<file path="src/rtl/ps2_kbd_ctrl.sv">
// -----------------------------------------------------------------------------
// ps2_kbd_ctrl
//
// PS/2 keyboard front end. The raw PS/2 clock and data pins are synchronised
// into the clk domain. 11-bit frames (start, 8 data LSB first, odd parity,
// stop) are received on falling ps2_clk edges, guarded by an inactivity
// watchdog. The F0 (break) and E0 (extended) prefixes are folded into flags
// on the following key byte. Shift/ctrl state is tracked. Decoded key events
// are queued in a first-word-fall-through FIFO for the downstream consumer.
//
// Parameters
//   FIFO_AW      FIFO address width, depth = 2**FIFO_AW entries
//   TIMEOUT_CYC  clk cycles without a falling ps2_clk edge before a partial
//                frame is abandoned
//
// Ports
//   clk         in   system clock, rising edge
//   clrn        in   asynchronous active-low reset
//   ps2_clk     in   raw PS/2 clock pin (asynchronous)
//   ps2_data    in   raw PS/2 data pin (asynchronous)
//   rd_en       in   pop the head entry when valid=1
//   valid       out  FIFO non-empty
//   code        out  head scan code (prefix bytes removed), 0 when empty
//   brk         out  head entry is a break (release), 0 when empty
//   ext         out  head entry was E0-prefixed, 0 when empty
//   shift_held  out  left (12) or right (59) shift currently held
//   ctrl_held   out  ctrl (14 or E0 14) currently held
//   overflow    out  sticky: an event was dropped because the FIFO was full
//   frame_err   out  one-cycle pulse on start, parity, stop or timeout error
//
// Build option
//   PS2_TYPEMATIC_FILTER_EN  when defined, a repeated make of the most
//                            recently pushed key is dropped until that key
//                            is released (auto-repeat suppression).
// -----------------------------------------------------------------------------
module ps2_kbd_ctrl #(
   parameter int FIFO_AW     = 3,
   parameter int TIMEOUT_CYC = 50000
) (
   input  logic       clk,
   input  logic       clrn,
   input  logic       ps2_clk,
   input  logic       ps2_data,
   input  logic       rd_en,
   output logic       valid,
   output logic [7:0] code,
   output logic       brk,
   output logic       ext,
   output logic       shift_held,
   output logic       ctrl_held,
   output logic       overflow,
   output logic       frame_err
);

   localparam int            DEPTH    = 2 ** FIFO_AW;
   localparam int            TW       = $clog2(TIMEOUT_CYC + 1);
   localparam logic [TW-1:0] TMO_LAST = TW'(TIMEOUT_CYC - 1);

   typedef enum logic [1:0] {
      S_IDLE  = 2'd0,
      S_RECV  = 2'd1,
      S_CHECK = 2'd2
   } state_t;

   // ---------------------------------------------------------------------------
   // Input synchroniser: stage p0/p1 are the two-flop synchroniser, p2 only
   // delays the clock so a falling edge can be seen as p2=1, p1=0.
   // ---------------------------------------------------------------------------
   logic ps2_clk_p0, ps2_clk_p1, ps2_clk_p2;
   logic ps2_data_p0, ps2_data_p1;
   logic fall;
   logic bit_in;

   always_ff @(posedge clk or negedge clrn) begin
      if (!clrn) begin
         ps2_clk_p0  <= 1'b0;
         ps2_clk_p1  <= 1'b0;
         ps2_clk_p2  <= 1'b0;
         ps2_data_p0 <= 1'b0;
         ps2_data_p1 <= 1'b0;
      end else begin
         ps2_clk_p0  <= ps2_clk;
         ps2_clk_p1  <= ps2_clk_p0;
         ps2_clk_p2  <= ps2_clk_p1;
         ps2_data_p0 <= ps2_data;
         ps2_data_p1 <= ps2_data_p0;
      end
   end

   assign fall   = ps2_clk_p2 & ~ps2_clk_p1;
   assign bit_in = ps2_data_p1;

   // ---------------------------------------------------------------------------
   // Frame reception FSM
   // ---------------------------------------------------------------------------
   state_t        state, state_nx;
   logic          err_nx;
   logic          frame_ok;
   logic [9:0]    shreg;      // after a full frame: [9]=stop, [8]=parity, [7:0]=data
   logic [3:0]    bit_cnt;
   logic [TW-1:0] tmo_cnt;

   always_ff @(posedge clk or negedge clrn) begin
      if (!clrn) begin
         state     <= S_IDLE;
         frame_err <= 1'b0;
      end else begin
         state     <= state_nx;
         frame_err <= err_nx;
      end
   end

   always_comb begin
      state_nx = state;
      err_nx   = 1'b0;
      frame_ok = 1'b0;
      case (state)
         S_IDLE: begin
            if (fall) begin
               if (!bit_in) state_nx = S_RECV;
               else         err_nx   = 1'b1;   // start bit must be 0
            end
         end
         S_RECV: begin
            if (fall) begin
               if (bit_cnt == 4'd9) state_nx = S_CHECK;
            end else if (tmo_cnt == TMO_LAST) begin
               state_nx = S_IDLE;
               err_nx   = 1'b1;
            end
         end
         S_CHECK: begin
            state_nx = S_IDLE;
            // odd parity over data+parity, stop bit high
            if ((^shreg[8:0]) && shreg[9]) frame_ok = 1'b1;
            else                           err_nx   = 1'b1;
         end
         default: state_nx = S_IDLE;
      endcase
   end

   // Shift register, bit counter and watchdog follow the FSM state.
   always_ff @(posedge clk or negedge clrn) begin
      if (!clrn) begin
         shreg   <= '0;
         bit_cnt <= '0;
         tmo_cnt <= '0;
      end else begin
         if (state == S_IDLE) begin
            bit_cnt <= '0;
            tmo_cnt <= '0;
         end else if (state == S_RECV) begin
            if (fall) begin
               shreg   <= {bit_in, shreg[9:1]};
               bit_cnt <= bit_cnt + 4'd1;
               tmo_cnt <= '0;
            end else begin
               tmo_cnt <= tmo_cnt + 1'b1;
            end
         end
      end
   end

   // ---------------------------------------------------------------------------
   // Byte decode: prefix folding, modifier tracking, push request
   // ---------------------------------------------------------------------------
   logic [7:0] rx_byte;
   logic       is_f0, is_e0;
   logic       evt_req;
   logic       push_req;
   logic       brk_pend, ext_pend;
   logic       shift_l, shift_r, ctrl_st;

   assign rx_byte = shreg[7:0];
   assign is_f0   = (rx_byte == 8'hF0);
   assign is_e0   = (rx_byte == 8'hE0);
   assign evt_req = frame_ok && !is_f0 && !is_e0;

   always_ff @(posedge clk or negedge clrn) begin
      if (!clrn) begin
         brk_pend <= 1'b0;
         ext_pend <= 1'b0;
      end else if (frame_ok) begin
         if (is_f0) begin
            brk_pend <= 1'b1;
         end else if (is_e0) begin
            ext_pend <= 1'b1;
         end else begin
            brk_pend <= 1'b0;
            ext_pend <= 1'b0;
         end
      end
   end

   // Modifier state follows every key event, including events the FIFO or
   // the repeat filter later drops.
   always_ff @(posedge clk or negedge clrn) begin
      if (!clrn) begin
         shift_l <= 1'b0;
         shift_r <= 1'b0;
         ctrl_st <= 1'b0;
      end else if (evt_req) begin
         if (!ext_pend && rx_byte == 8'h12) shift_l <= !brk_pend;
         if (!ext_pend && rx_byte == 8'h59) shift_r <= !brk_pend;
         if (rx_byte == 8'h14)              ctrl_st <= !brk_pend;
      end
   end

   assign shift_held = shift_l | shift_r;
   assign ctrl_held  = ctrl_st;

`ifdef PS2_TYPEMATIC_FILTER_EN
   logic       hold_vld;
   logic [8:0] hold_key;       // {ext, code} of the last pushed make
   logic       rep_drop;

   assign rep_drop = evt_req && !brk_pend && hold_vld &&
                     (hold_key == {ext_pend, rx_byte});
   assign push_req = evt_req && !rep_drop;

   always_ff @(posedge clk or negedge clrn) begin
      if (!clrn) begin
         hold_vld <= 1'b0;
         hold_key <= '0;
      end else if (evt_req) begin
         if (!brk_pend) begin
            hold_vld <= 1'b1;
            hold_key <= {ext_pend, rx_byte};
         end else if (hold_key == {ext_pend, rx_byte}) begin
            hold_vld <= 1'b0;
         end
      end
   end
`else
   assign push_req = evt_req;
`endif

   // ---------------------------------------------------------------------------
   // Event FIFO (first-word-fall-through). Pointers carry an extra MSB so
   // full and empty can be told apart when the index bits match.
   // ---------------------------------------------------------------------------
   logic [9:0]       mem [DEPTH];  // {ext, brk, code}
   logic [FIFO_AW:0] wr_ptr, rd_ptr;
   logic             empty, full;
   logic             do_pop, do_push;
   logic [9:0]       head;

   assign empty   = (wr_ptr == rd_ptr);
   assign full    = (wr_ptr[FIFO_AW] != rd_ptr[FIFO_AW]) &&
                    (wr_ptr[FIFO_AW-1:0] == rd_ptr[FIFO_AW-1:0]);
   assign do_pop  = rd_en && !empty;
   // a pop frees a slot in the same cycle, so a push into a full FIFO
   // still lands when the consumer reads simultaneously
   assign do_push = push_req && (!full || do_pop);

   always_ff @(posedge clk) begin
      if (do_push) mem[wr_ptr[FIFO_AW-1:0]] <= {ext_pend, brk_pend, rx_byte};
   end

   always_ff @(posedge clk or negedge clrn) begin
      if (!clrn) begin
         wr_ptr   <= '0;
         rd_ptr   <= '0;
         overflow <= 1'b0;
      end else begin
         if (do_push)                    wr_ptr   <= wr_ptr + 1'b1;
         if (do_pop)                     rd_ptr   <= rd_ptr + 1'b1;
         if (push_req && full && !do_pop) overflow <= 1'b1;
      end
   end

   assign head  = mem[rd_ptr[FIFO_AW-1:0]];
   assign valid = !empty;
   assign code  = valid ? head[7:0] : 8'h00;
   assign brk   = valid ? head[8]   : 1'b0;
   assign ext   = valid ? head[9]   : 1'b0;

endmodule

</file>
<file path="config.mk">
export PLATFORM = sky130hd
export DESIGN_NAME = ps2_kbd_ctrl
export DESIGN_NICKNAME = d
export VERILOG_FILES = /design/src/rtl/ps2_kbd_ctrl.sv
export SDC_FILE = /design/constraint.sdc
export NUM_CORES = 1
export LEC_CHECK = 0
export CELL_PAD_IN_SITES_DETAIL_PLACEMENT = 1
export CELL_PAD_IN_SITES_GLOBAL_PLACEMENT = 1
export CORE_ASPECT_RATIO = 0.8
export CORE_UTILIZATION = 40
export CTS_CLUSTER_SIZE = 20
export DETAILED_ROUTE_END_ITERATION = 8
export HOLD_SLACK_MARGIN = 0.02
export PLACE_DENSITY_LB_ADDON = 0.1
export SETUP_SLACK_MARGIN = 0.1
export SYNTH_ARGS = -nofsm -noshare
export SYNTH_HDL_FRONTEND = slang
export SYNTH_SLANG_ARGS = --single-unit
</file>
<file path="constraint.sdc">
create_clock -name clk -period 5.3 [get_ports clk]
set_clock_uncertainty 0.15 [all_clocks]
set_input_delay 0.53 -clock clk [delete_from_list [all_inputs] [get_ports clk]]
set_output_delay 0.53 -clock clk [all_outputs]
set_load 0.02 [all_outputs]
</file>
# Word-level counts from Yosys, hierarchy flattened
# Memories as Yosys holds them, arrays and structs flattened.
# Index checks and enable logic that the tools add are counted.
# word_totals
register_bits,52
mem_bits_rw,80
inputBits,5
out_inout_bits,15
elab_cells,103
memories,1
# classes
addsub,4
eq_ne,17
n_mux,28
bitwise_logic,5
reduce_logical,30
# mem_list
name,depth,word_bits,read_ports,rd_clocked_by_memory_dff,wr,line,source
mem,8,10,1,0,1,242,logic [9:0] mem [DEPTH];
# ops
operator,count
$mux W16,3
$add A16 B1 Y16 const B,1
$eq A16 B16 Y1 const B,1
$eq A8 B5 Y1 const B,2
$eq A8 B8 Y1 const B,2
$mux W1,14
$add A4 B1 Y4 const B,3
$mux W4,3
$reduce_and A2 Y1,6
$logic_and A1 B1 Y1,10
$mux W2,5
$reduce_xor A9 Y1,1
$eq A8 B7 Y1 const B,1
$mux W8,1
$logic_not A1 Y1,7
$ne A2 B2 Y1 const B,3
$ne A3 B3 Y1 const B,2
$eq A4 B4 Y1,1
$eq A4 B4 Y1 const B,1
$pmux W2 S2,1
$reduce_and A4 Y1,1
$reduce_bool A2 Y1,2
$eq A3 B3 Y1,1
$not A1 Y1,3
other kinds (9),9

# Logic depth before layout (Yosys ltp)
# Gate-level depths: netlist of the first run.
# depth
ltp_word,9
ltp_mapped,8
mapped_depth_nobuf,7

# Worst setup path after synthesis of the first run
# OpenSTA, ideal clock, no wires.
# synth_path
kind,register -> register
start,register shreg[2]
end,memory mem[0][0] (enable)
setup_time_ps,404
arrival_ps,2887
required_ps,4746
setup_slack_ps,1860
path_stages_with_launch,9
path_cell_list,dfrtp_1 -> inv_1 -> ha_1 -> xnor3_2 -> xnor2_4 -> nand3_4 -> nand2b_4 -> buf_6 -> nor4_1
# synth_via
elab_chain_cells,9
elab_cells_between_ends,13
cone_classes,eq/ne (2); mux (4); reduce/logical (7)
# synth_rtl
element,line,source
from (decl),99,logic [9:0] shreg;
from (signal assigned),154,"shreg <= {bit_in, shreg[9:1]};"
$reduce_xor A9 Y1,135,if ((^shreg[8:0]) && shreg[9]) frame_ok = 1'b1;
$logic_and A1 B1 Y1,135,
$mux W1,135,
$mux W1,117,case (state)
$logic_and A1 B1 Y1,177,assign evt_req = frame_ok && !is_f0 && !is_e0;
$logic_and A1 B1 Y1 *,177,
$logic_and A1 B1 Y1 *,254,assign do_push = push_req && (!full || do_pop);
$mux W1 *,257,"if (do_push) mem[wr_ptr[FIFO_AW-1:0]] <= {ext_pend, brk_pend, rx_byte};"
$mux W1 (not written as such) *,257,
to (decl),242,
# Mark *: on every way between the ends. The rest lies on a longest branch, timed or not.

# Worst setup path after layout of the first run
# layout_path
start,register rd_ptr[1]
end,output port code[5]
# layout_via
elab_chain_cells,2
elab_cells_between_ends,3
cone_classes,eq/ne (1); mux (1); memory (1)
# layout_rtl
element,line,source
from (decl),243,"logic [FIFO_AW:0] wr_ptr, rd_ptr;"
from (signal assigned),267,if (do_pop) rd_ptr <= rd_ptr + 1'b1;
$mem_v2 Z8 W10 or $eq A4 B4 Y1 (tied branches),-,
$mux W8 *,274,assign code = valid ? head[7:0] : 8'h00;
to (decl),46,"output logic [7:0] code,"
# Marks and branches as above.

==> run_results.csv, run 1 <==
group,metric,value,unit
setup_path,required,4.62,ns
synthesis,yosys.area_share.adder,3.71,%
synthesis,synthMuxAreaShare,10.4,%
cts,cts_resized,0,
power,combPwrFrac,29.3,%
die,die_w,136,um
setup_path,endpoint_kind,"output port",
synthesis,synth-seq-cells,132,
synthesis,synth-seq-area-share,64.5,%
timing,finalSetupTns,0,ns
power,p_sw,1.13,mW
setup_path,crit_fanout,24,
placed_design,pre_cts_slack,2.00,ns
route,antenna_left,0,
grt,grt_antenna_before_repair,0,
power,power.density,538,nW/um^2
cts,numClockSinks,132,
cts,cts_buffers,17,
grt,grt-ovfl-total,0,
setup_path,cp_cell_sequence,"buf_4, xnor2_1, nand3_1, nor2_1, nor2_1, clkdlybuf4s50_1",
timing,layout_min_cycle_time,3.67,ns
setup_path,crit_type,"reg2out",
power,max-vdd-ir-drop,408,uV
synthesis,yosys.area.top_type,"edfxtp_1",
power,p_seq_share,38.3,%
cts,cts_hold_buf,0,
finish,diodes,0,
cts,cts.clk_slew.worst_paths,0.06,ns
die,core,13800,um^2
die,start_util,41.6,%
timing,worstMarginPinSlew,1.10,ns
synthesis,synth_flop_cell,"edfxtp_1",
outcome,status,"completed",
cts,cts_tree,"done",
synthesis,syn_nets,416,
cts,clock_latency,0.42,ns
cts,clockBufferDepth,2,
timing,fmax,273,MHz
synthesis,synth_xor_area_share,4.25,%
synthesis,syn_avg_cell_area,14.6,um^2
route,num_vias,3222,
die,num_rows,38,
setup_path,critPathMaxStageDelay,0.78,ns
timing,rsz0062_at_grt,"false",
synthesis,netlist_area,5740,um^2
cts,cts-root-buf,"clkbuf_16",
route,viasPerCell,5.21,
grt,grt_pass1_wl,19000,um
power,leakage,2.52,nW
synthesis,yosysMostFrequentCell,"edfxtp_1",
die,die_y,109,um
placed_design,portBuffers,19,
synthesis,synth_compound_area_share,3.73,%
route,drc,0,
grt,grt_pass1_vias,3361,
power,p_clk_share,32.4,%
synthesis,synth_cells,394,
synthesis,synth_edf_count,80,
placed_design,hpwlAfterDp,7780,um
setup_path,reg2regPathDepth,6,
synthesis,ys_async_sr_fraction,39.4,%
route,wl,12000,um
worst_hold_path,min_path_type,"in2async",
timing,setup_violations,0,
route,drtIter0Drc,216,
placed_design,dpl_cell_area,6170,um^2
finish,area_growth,17.7,%
timing,drv_slew,0,
finish,drive_above_1_share,18.9,%
grt,grt_max_degree,53,
power,p_sw_share,31.2,%
placed_design,gp_congestion,0.695,
die,ios,20,
timing,slew_headroom,26.5,%
grt,track_usage,18.2,%
route,routedWlPerCell,19.3,um
die,dieArea,14800,um^2
synthesis,yosysUniqueCellTypes,48,
cts,htree_levels,4,
synthesis,synth.area.top_cells,"edfxtp_1 (42%), dfrtp_1 (23%), mux4_2 (7.8%), ha_1 (3.7%), nand2_1 (2.0%)",
timing,period_share,69.2,%
setup_path,crit_top_cell,"nor2_1",
synthesis,synth_warnings,0,
route,drtPass1Iterations,4,
finish,design_area,6760,um^2
power,power,3.63,mW
cts,postCtsSetupBuffers,0,
timing,timing.final.ws_setup,1.63,ns
flow_run,maxCapViolCount,0,
finish,fin_nets,447,
setup_path,slowest_stage,"nor2_1",
timing,finalHoldViolations,0,
synthesis,synth_simple_gate_area_share,10.6,%
setup_path,cp.arrival,2.99,ns
power,p_int,2.50,mW
setup_path,start_kind,"flip-flop",
synthesis,synth_top_area_share,41.8,%
synthesis,synth_top_family_by_area,"simple AND/OR/NAND/NOR gates",
synthesis,synth.top_cells.by_count,"edfxtp_1 (80), dfrtp_1 (52), nand2_1 (31)",
-- final cells by class --
class	count	area, um^2
fill	1368	7030
tap	180	225
clock buffer	18	429
timing repair buffer	31	275
inverter	18	67.6
clock inverter	14	161
sequential	132	3700
multi-input combinational	225	1890
-- routing by layer --
layer  track usage [%]  vias to the layer above  routed length (um)
met2              27.0                       51                5450
met5                 0                        -                   0
li1                  -                     1506                   -
met4              7.38                        0                 179
met1              25.2                     1648                5780
met3              5.21                       17                 540
-- logic make-up (layout without fill, tap and decap cells) --
group | Yosys count | in the layout
buffers and inverters | 37 | 81
XOR/XNOR | 24 | 24
AO/OA/AOI/OAI | 39 | 39
multiplexers | 34 | 34
adder cells (fa/ha/maj) | 17 | 17
flip-flops | 132 | 132
AND/OR/NAND/NOR | 111 | 111
-- through the flow --
| step | util, % | hold slack [ns] | std cells |
|---|---|---|---|
| 3_3_place_gp | 44.7 | 0.185 | 586 |
| 5_1_grt | 49.0 | 0.132 | 618 |
| 4_1_cts | 49.0 | 0.117 | 618 |
| 3_5_place_dp | 44.7 | 0.186 | 586 |
| 6_report | 49.0 | 0.0884 | 618 |
| 2_1_floorplan | - | 0.0844 | 394 |
-- path summary, 6_finish.rpt --
check | slack, ns | endpoint | startpoint
setup reg to reg | 2.04 | mem[7][1] | shreg[3]
max in group asynchronous | 4.42 | shreg[3] | clrn
setup / recovery | 1.63 | code[5] | rd_ptr[1]
min in group clk | 0.20 | ps2_clk_p1 | ps2_clk_p0
hold / removal | 0.09 | rd_ptr[2] | clrn
hold reg to reg | 0.20 | ps2_clk_p1 | ps2_clk_p0
-- registers in the layout, summed over array words and instances, names as in the netlist, 2 cells and up --
name / count
bit_cnt: 4
shreg: 10
rd_ptr: 4
state: 2
tmo_cnt: 16
mem: 80
wr_ptr: 4
-- critical path, delay by kind of cell (launching register included) --
kind | cells | cell delay (ns)
buf+inv | 2 | 0.83
simple gates | 3 | 1.10
xor+xnor | 1 | 0.27
flops | 1 | 0.36
-- power by group through the flow --
| stage | clock [mW] | combinational [mW] | sequential [mW] |
|---|---|---|---|
| after detailed placement | 0 | 1.08 | 1.41 |
| after CTS | 1.20 | 1.09 | 1.39 |
| after global placement | 0 | 1.06 | 1.40 |
| after global routing | 1.24 | 1.16 | 1.41 |
| final | 1.18 | 1.07 | 1.39 |
| after floorplan | 0 | 0.811 | 1.34 |
-- cell usage in the layout, fill, tap and decap left out, drive strengths merged, types with 17 or more instances in the layout --
master,instances
o21ai,22
clkbuf,18
inv,19
clkdlybuf4s50,18
edfxtp,80
ha,17
mux4,20
nand2,31
nor2,26
dfrtp,52
Note: power is estimated with default switching activity, not from simulation.
==> run 2: changes to the inputs <==
==> constraint.sdc (replaced) <==
create_clock -name clk -period 3.5 [get_ports clk]
set_clock_uncertainty 0.15 [all_clocks]
set_input_delay 0.35 -clock clk [delete_from_list [all_inputs] [get_ports clk]]
set_output_delay 0.35 -clock clk [all_outputs]
set_load 0.02 [all_outputs]
==> run_results.csv, run 2 (synthesis results as in run 1) <==
group,metric,value,unit
route,antenna_left,0,
cts,cts.clk_slew.worst_paths,0.06,ns
flow_run,maxCapViolCount,0,
cts,clock_latency,0.42,ns
grt,grt_max_degree,31,
cts,clockBufferDepth,2,
timing,rsz0062_at_grt,"false",
timing,finalHoldViolations,0,
die,dieArea,14800,um^2
placed_design,place_inst,589,
setup_path,reg2regPathDepth,8,
timing,period_share,86.9,%
finish,mostFrequentLayoutCell,"edfxtp_1",
setup_path,slowest_stage,"dfrtp_1",
grt,grt_pass1_wl,19700,um
route,drc,0,
worst_hold_path,min_path_type,"reg2reg",
timing,slew_headroom,49.8,%
setup_path,crit_end,"code[5]",
die,die_w,136,um
finish,largest_register_ffs,80,
setup_path,ff2ff_setup_slack,0.49,ns
finish,fin_nets,451,
timing,layout_min_cycle_time,3.04,ns
grt,grt-ovfl-total,0,
cts,postCtsSetupBuffers,0,
placed_design,dpl_cell_area,6200,um^2
route,num_vias,3298,
grt,track_usage,18.5,%
finish,final_core_util,49.8,%
power,power.density,837,nW/um^2
outcome,status,"completed",
power,combPwrFrac,28.8,%
timing,worstMarginPinSlew,0.753,ns
die,ios,20,
placed_design,hpwlAfterDp,8080,um
route,viasPerCell,5.30,
finish,design_area,6860,um^2
route,wl,12100,um
grt,grt_antenna_before_repair,0,
setup_path,critical_path.startpoint,"rd_ptr[1]",
route,drtPass1Iterations,4,
setup_path,required,3.00,ns
timing,finalSetupTns,0,ns
die,core,13800,um^2
route,drtIter0Drc,245,
setup_path,cp.arrival,2.54,ns
die,start_util,41.6,%
setup_path,endpoint_kind,"output port",
power,power,5.75,mW
setup_path,r2r-start,"shreg[2]",
power,leakage,2.58,nW
power,p_seq_share,36.9,%
placed_design,pre_cts_slack,0.495,ns
power,p_int,3.96,mW
power,p_sw_share,31.0,%
timing,setup_violations,0,
setup_path,crit_type,"reg2out",
cts,cts_tree,"done",
die,die_y,109,um
finish,final_cells,622,
setup_path,crit_fanout,13,
placed_design,portBuffers,19,
finish,area_growth,19.6,%
timing,worst_hold_slack,0.200,ns
cts,cts_buffers,17,
power,p_sw,1.78,mW
placed_design,gp_congestion,0.761,
setup_path,start_kind,"flip-flop",
timing,timing.final.ws_setup,0.460,ns
grt,grt_pass1_vias,3492,
power,max-vdd-ir-drop,471,uV
cts,htree_levels,4,
setup_path,rr_endpoint,"mem[6][5]",
finish,final_cell_mix,"edfxtp_1 (80), dfrtp_1 (52), nand2_1 (31)",
setup_path,cp_cell_sequence,"buf_12, mux4_2, mux2i_1, nor2_1, clkdlybuf4s50_1",
cts,numClockSinks,132,
setup_path,critPathMaxStageDelay,0.77,ns
timing,fmax,329,MHz
power,p_clk_share,34.2,%
timing,drv_slew,0,
cts,cts-root-buf,"clkbuf_16",
finish,diodes,0,
die,num_rows,38,
route,routedWlPerCell,19.5,um
finish,drive_above_1_share,19.7,%
run 2: changes by cell type in the layout (fill, tap and decap cells not counted), moves of 2 or more:
cell / change
inv_6: +3
buf_4: +2
clkinv_2: -3
clkinvlp_4: -2
bufinv_16: +2
run 2: worst max-delay path, delay by kind of cell (launching register included):
kind / cells / cell delay (ns)
and+or+nand+nor: 1 / 0.08
DFF: 1 / 0.77
muxes: 2 / 0.50
buffers and inverters: 2 / 0.77
run 2: per-layer routing:
layer | vias to the layer above | global-route usage [%] | part of all wire, %
met5 | - | 0 | 0
met4 | 0 | 5.71 | 1.3
met3 | 18 | 5.35 | 3.5
met2 | 53 | 26.2 | 44
met1 | 1706 | 27.4 | 51
li1 | 1521 | - | -
run 2: area by class of cell:
cell class	instances	area (um^2)
Tap cell	180	225
Sequential cell	132	3700
Fill cell	1351	6930
Clock inverter	15	226
Clock buffer	17	425
Multi-Input combinational cell	225	1890
Inverter	18	67.6
Timing Repair Buffer	35	320
run 2: how the worst min path moves through the flow:
stage | startpoint | end | depth (start not counted)
global placement | ps2_data_p0 | bit_in | 0
detailed placement | ps2_data_p0 | bit_in | 0
global route | ps2_clk | ps2_clk_p0 | 1
CTS | ps2_clk | ps2_clk_p0 | 1
floorplan | clrn | bit_cnt[0] | 0
finish | ps2_clk_p0 | ps2_clk_p1 | 0
run 2: power by group through the flow:
stage                     sequential (mW)  combinational (mW)  clock (mW)
after floorplan                      2.02                1.23           0
after global placement               2.13                1.65           0
after detailed placement             2.16                1.68           0
after CTS                            2.13                1.69        2.01
after global routing                 2.15                1.80        2.09
final                                2.12                1.66        1.97
run 2: what timing repair did:
item | 4_1_cts | 5_1_grt
hold buffers | 1 | 0
hold endpoints to repair | 29 | 0
resized for setup | 0 | 0
